<file path="config.mk">
export PLATFORM = sky130hd
export DESIGN_NAME = instruction_fetch_controller
export DESIGN_NICKNAME = d
export VERILOG_FILES = /design/src/rtl/instruction_fetch_controller_pkg.sv /design/src/rtl/instruction_fetch_controller_program_counter.sv /design/src/rtl/instruction_fetch_controller.sv
export SDC_FILE = /design/constraint.sdc
export NUM_CORES = 1
export LEC_CHECK = 0
export ABC_AREA = 1
export CORE_MARGIN = 2
export CORE_UTILIZATION = 39
export DETAILED_ROUTE_END_ITERATION = 7
export PLACE_DENSITY = 0.8
export SLEW_MARGIN = 20
export SYNTH_ARGS = -nofsm -noshare
export SYNTH_HDL_FRONTEND = slang
export SYNTH_SLANG_ARGS = --single-unit
</file>
<file path="constraint.sdc">
create_clock -name Clock -period 1.9 [get_ports Clock]
set_input_delay 0.475 -clock Clock [delete_from_list [all_inputs] [get_ports Clock]]
set_output_delay 0.475 -clock Clock [all_outputs]
set_load 0.005 [all_outputs]
</file>
<file path="src/rtl/instruction_fetch_controller_pkg.sv">
// instruction_fetch_controller_pkg: shared FSM state encoding and IR half-select constants.
package instruction_fetch_controller_pkg;

    typedef enum logic [1:0] {
        IDLE     = 2'd0,
        FETCH_LO = 2'd1,
        FETCH_HI = 2'd2,
        DONE     = 2'd3
    } state_e;

    localparam logic IR_LOW  = 1'b0;
    localparam logic IR_HIGH = 1'b1;

endpackage

</file>
<file path="src/rtl/instruction_fetch_controller_program_counter.sv">
// program_counter: ADDR_W-bit PC with sync reset, load and modulo increment-by-1.
//   clk_i  : clock
//   rst_i  : synchronous active-high reset, clears PC
//   load_i : load pc from d_i (priority over inc_i)
//   d_i    : load value
//   inc_i  : increment pc by one, wrapping at 2^ADDR_W
//   pc_o   : current pc
module program_counter #(
    parameter int ADDR_W = 16
) (
    input  logic              clk_i,
    input  logic              rst_i,
    input  logic              load_i,
    input  logic [ADDR_W-1:0] d_i,
    input  logic              inc_i,
    output logic [ADDR_W-1:0] pc_o
);

    logic [ADDR_W-1:0] pc_q, pc_d;

    always_comb pc_d = load_i ? d_i : inc_i ? pc_q + ADDR_W'(1) : pc_q;

    always_ff @(posedge clk_i) begin
        if (rst_i) pc_q <= '0;
        else       pc_q <= pc_d;
    end

    assign pc_o = pc_q;

endmodule

</file>
<file path="src/rtl/instruction_fetch_controller.sv">
// instruction_fetch_controller: fetches a 16-bit instruction as two byte reads into the IR.
//   Clock, Reset       : clock, synchronous active-high reset
//   Start, PCLoad, PCIn: fetch request / PC load (only honoured in IDLE, load wins)
//   MemRead, MemAddress: byte read request at the current PC, held until MemValid
//   MemData, MemValid  : read data and its qualifier
//   IRData, IRWrite, IRLH: instruction register byte, write strobe, half select
//   PCOut, Busy, Done  : current PC, non-IDLE flag, one-cycle completion pulse
module instruction_fetch_controller
    import instruction_fetch_controller_pkg::*;
#(
    parameter int ADDR_W = 16
) (
    input  logic              Clock,
    input  logic              Reset,
    input  logic              Start,
    input  logic              PCLoad,
    input  logic [ADDR_W-1:0] PCIn,
    output logic              MemRead,
    output logic [ADDR_W-1:0] MemAddress,
    input  logic [7:0]        MemData,
    input  logic              MemValid,
    output logic [7:0]        IRData,
    output logic              IRWrite,
    output logic              IRLH,
    output logic [ADDR_W-1:0] PCOut,
    output logic              Busy,
    output logic              Done
);

    state_e            state_q;
    logic [ADDR_W-1:0] pc;
    logic              fetching;
    logic              accept;

    // Outputs are masked by Reset so nothing leaks out during the reset cycle,
    // including an in-flight fetch being abandoned.
    assign fetching = (state_q == FETCH_LO || state_q == FETCH_HI) && !Reset;
    assign accept   = fetching && MemValid;

    always_ff @(posedge Clock) begin
        if (Reset) state_q <= IDLE;
        else begin
            case (state_q)
                IDLE:     if (Start && !PCLoad) state_q <= FETCH_LO;
                FETCH_LO: if (MemValid) state_q <= FETCH_HI;
                FETCH_HI: if (MemValid) state_q <= DONE;
                default:  state_q <= IDLE;
            endcase
        end
    end

    program_counter #(.ADDR_W(ADDR_W)) u_pc (
        .clk_i  (Clock),
        .rst_i  (Reset),
        .load_i (state_q == IDLE && PCLoad),
        .d_i    (PCIn),
        .inc_i  (accept),
        .pc_o   (pc)
    );

    assign MemRead    = fetching;
    assign MemAddress = pc;
    assign IRData     = MemData;
    assign IRWrite    = accept;
    assign IRLH       = (state_q == FETCH_HI) ? IR_HIGH : IR_LOW;
    assign PCOut      = Reset ? '0 : pc;
    assign Busy       = state_q != IDLE && !Reset;
    assign Done       = state_q == DONE && !Reset;

endmodule

</file>
Yosys cells after proc, flatten, opt, wreduce, memory -nomap -nowiden
Cells that the tools add are included.
Operators by class
  add/sub/neg operators: 1
  eq/ne operators: 6
  multiplexer cells: 8
  reductions and logical operators: 13
Operators by type and width (count)
  two-way mux 16 bit: 3
  adder 16 x 1 -> 16 bit (second input constant): 1
  logical AND 1 bit: 6
  two-way mux 2 bit: 3
  inequality test 2 bit (second input constant): 3
  one-hot mux 2 bit (3 select lines): 1
  equality test 2 bit (second input constant): 2
  nonzero test 2 bit: 2
  AND reduction 3 bit: 1
  equality test 2 x 1 -> 1 bit (second input constant): 1
  logical NOT 1 bit: 2
  logical NOT 2 bit: 1
  logical OR 1 bit: 1
  two-way mux 1 bit: 1
Word-level totals
  bits in registers: 18
  input port bits: 29
  output and inout port bits: 45
  word-level logic and storage cells: 30

Depth between registers and ports, before layout
  depth after elaboration: 6
  mapped depth: 10

Hierarchy
From an unflattened synthesis, not the netlist that was laid out.
Unflattened totals
  cells, all modules: 225
  area, all modules: 1437.6 sq um
Modules (own cells, without submodules)
  program_counter: instances 1, cells each 148, area each 1011.0 sq um, seq. area each 320.3 sq um
  instruction_fetch_controller: instances 1, cells each 77, area each 426.7 sq um, seq. area each 40.0 sq um

Worst setup path before layout
Ideal clock, no wire load.
  path kind: input to output
  start: input port Reset
  end: output port PCOut[10]
  arrival time: 0.943 ns
  required time: 1.425 ns
  path slack: 0.482 ns
  stages on the path: 3
  buffers on the path: 2
  path through: buf_2 buf_2 nor2_1
Between the ends
  longest elaborated chain between the ends: 1
RTL lines
  start: declaration: line instruction_fetch_controller.sv:14  | input logic Reset,
  two-way mux 16 bit: line instruction_fetch_controller.sv:66  | assign PCOut = Reset ? '0 : pc;
  end: declaration: line instruction_fetch_controller.sv:25  | output logic [ADDR_W-1:0] PCOut,
Every way passes these cells.

Worst setup path after layout
  start: register u_pc.pc_q[2] (netlist: u_pc.pc_o[2])
  end: output port MemAddress[2]
RTL lines
  start: declaration: line instruction_fetch_controller_program_counter.sv:19  | logic [ADDR_W-1:0] pc_q, pc_d;
  start signal: assignment: line instruction_fetch_controller_program_counter.sv:25  | else pc_q <= pc_d;
  end: declaration: line instruction_fetch_controller.sv:19  | output logic [ADDR_W-1:0] MemAddress,
No word-level cell between the ends.

==> impl_metrics.csv <==
group,metric,value,unit
logic_synthesis,synthTopCellsByArea,"dfxtp_1, nand2_1, nor2_1",
floorplanning,die_x,63.35,um
job,drv_cap,0,
floorplanning,initial_core_util,40.85,%
detailed_routing,num_vias,1623,
cts,clock_path_buffers,2,
critical_path,cp_cell_sequence,"clkdlybuf4s50_1",
logic_synthesis,synth_cells,235,
floorplanning,ioPinCount,74,
layout,final_nets,335,
critical_path,cp-start-kind,"register",
timing,finalHoldViolCount,0,
cts,hold_buffers,0,
global_route,top_usage_layer,"met2",
layout,syn_to_final_growth,55.92,%
critical_path,endpoint_kind,"primary output",
timing,fin_crit,1.830,ns
global_route,grtUsageMet3,4.464,%
global_route,use_met1,26.30,%
logic_synthesis,netlist_area,1374,um2
logic_synthesis,synth_top_cell_area_share,26.23,%
timing,fmax,0.5463,GHz
timing,setup_viol,0,
floorplanning,rows,21,
global_route,grt_pass1_wl,6.693,mm
detailed_routing,vias_per_cell,4.691,
logic_synthesis,avgSynthCellArea,5.846,um2
hold_path,hp-class,"reg -> reg",
logic_synthesis,synthTopCellsByCount,"nand2_1, nor2_1, inv_1",
detailed_routing,wire_per_inst,11.43,um
logic_synthesis,synth-main-ff-cell,"dfxtp_1",
timing,max_slew_margin,73.98,%
placed_design,place.detailed.hpwl,2.881,mm
logic_synthesis,syn-num-nets,269,
power,power,0.002345,W
critical_path,cp.required,1.42,ns
layout,antenna_cells,0,
power,p_leak,1.005,nW
critical_path,crit_path_max_incr_delay,0.57,ns
logic_synthesis,synth_most_common_cell,"nand2_1",
timing,slew_viol_final,0,
cts,cts_tree,"yes",
global_route,grt_pass1_vias,1525,
timing,fin_crit_sh,96.34,%
global_route,grt_max_degree,14,
critical_path,worstSetupPathType,"reg -> out",
logic_synthesis,synthArstFlopShare,0,%
logic_synthesis,synth_edf_count,0,
logic_synthesis,ys_ff_latch,18,
logic_synthesis,ys_types,22,
placed_design,gp_congestion,0.8382,
timing,tightest_slew,0.3862,ns
floorplanning,coreArea,3363,um2
logic_synthesis,yosysTopAreaCell,"dfxtp_1",
critical_path,arrival,1.36,ns
cts,cts-root-buf,"clkbuf_4",
floorplanning,die_h,63.35,um
power,p_per_area,1095,nW/um2
global_route,grt_use_total,20.53,%
timing,hold_slack,0.5053,ns
floorplanning,die_area,4013,um2
critical_path,crit_fanout,8,
power,ir_drop,0.0005292,V
detailed_routing,drc,0,
cts,clk_pin_slew_worst_paths,0.11,ns
layout,nFillCells,341,
placed_design,port_buffers,57,
cts,htreeDepth,1,
global_route,grt_overflow,0,
logic_synthesis,yosysWarnings,0,
detailed_routing,drt_iter0_drc,34,
critical_path,path_buf_inv,1,
timing,fin_skew,0.006948,ns
critical_path,cpLargestDelayFamily,"buffers and inverters",
timing,setup_tns,0,ns
detailed_routing,ant_nets,0,
logic_synthesis,yosysSeqAreaShare,26.23,%
cts,clkLatencyLatePin,0.30,ns
timing,rsz0062_at_grt,"no",
outcome,status,"completed",
detailed_routing,totalWireLength,3.956,mm
cts,cts_buffers,3,
detailed_routing,drt_pass1_iterations,4,
critical_path,cp_slowest_cell,"clkdlybuf4s50_1",
cts,clock-sinks,18,
layout,layout-drive-gt1-share,17.67,%
global_route,use_met2,34.34,%
global_route,antenna_found_initial,0,
metrics by stage:
stage               area (um2)  setup slack (ns)  util, %  instances
global placement          2028           -0.3799    60.31        338
finish                    2142           0.06958    63.69        346
global route              2142           0.02099    63.69        346
floorplan                 1374            0.4818        -        235
detailed placement        2028           -0.3882    60.31        338
CTS                       2138          0.004172    63.58        346
worst min-delay path: stages (launching register included):
cell and delay [ns]:
dfxtp_2 0.34, inv_2 0.08, a21oi_1 0.06
area by class of cell:
class	instances	area (um2)	share of cell area [%]
Sequential cell	18	362.8	16.94
Clock buffer	4	36.28	1.694
Tap cell	46	57.56	2.687
Timing Repair Buffer	74	703.2	32.83
Inverter	30	112.6	5.257
Multi-Input combinational cell	174	869.6	40.60
layer usage:
layer	part of all wire, %	vias up	wire length, um
li1	-	856	-
met1	43	707	1696
met2	50	54	1964
met3	6.4	6	254
met4	1.0	0	41
met5	0	-	0
layout by cell type (no fill, tap or decap), types with 3 or more instances in the layout:
master,count
o21ai_1,9
nor2_2,11
a21oi_1,4
inv_2,5
clkdlybuf4s50_1,34
xor2_1,5
clkbuf_4,3
ha_1,3
dfxtp_1,16
buf_4,15
nand2_1,60
nand3_2,3
dlygate4sd2_1,19
nand3_1,12
nor2_1,43
nor2_4,3
o21ai_0,11
inv_1,25
registers in the layout, indices dropped and copies added, names as in the netlist:
register and count:
state_q 2, u_pc.pc_o 16
final timing paths:
kind                                           startpoint                   endpoint  slack [ns]  cells after the start
worst max-delay path            u_pc.pc_o[2]$_SDFFE_PP0P_              MemAddress[2]        0.07                      1
worst min-delay path              state_q[1]$_SDFFE_PP0P_    state_q[1]$_SDFFE_PP0P_        0.51                      2
worst max register to register    state_q[1]$_SDFFE_PP0P_  u_pc.pc_o[3]$_SDFFE_PP0P_        0.39                     10
worst min register to register    state_q[1]$_SDFFE_PP0P_    state_q[1]$_SDFFE_PP0P_        0.51                      2
where the power goes:
group	total [W]	internal (W)	leakage [nW]	switching [W]
sequential	0.000653	0.000510	0.148	0.000143
combinational	0.00144	0.000726	0.836	0.000718
clock	0.000248	0.000117	0.0210	0.000131
total	0.00235	0.00135	1.00	0.000993
kinds of logic (layout without fill, tap and decap cells):
| group | after synthesis | in the layout | synth area share, % |
|---|---|---|---|
| adder cells (fa/ha/maj) | 5 | 5 | 4.554 |
| XOR/XNOR | 5 | 5 | 3.187 |
| flip-flops | 18 | 18 | 26.23 |
| AO/OA/AOI/OAI | 26 | 26 | 9.653 |
| buffers and inverters | 43 | 108 | 14.30 |
| AND/OR/NAND/NOR | 138 | 138 | 42.08 |
what timing repair did:
action / CTS / global route
cloned: 1 / 0
setup buffers: 3 / 0
resized for setup: 43 / 6
endpoints found under the setup margin: 21 / 10
Note: power is estimated with default switching activity, not from simulation.
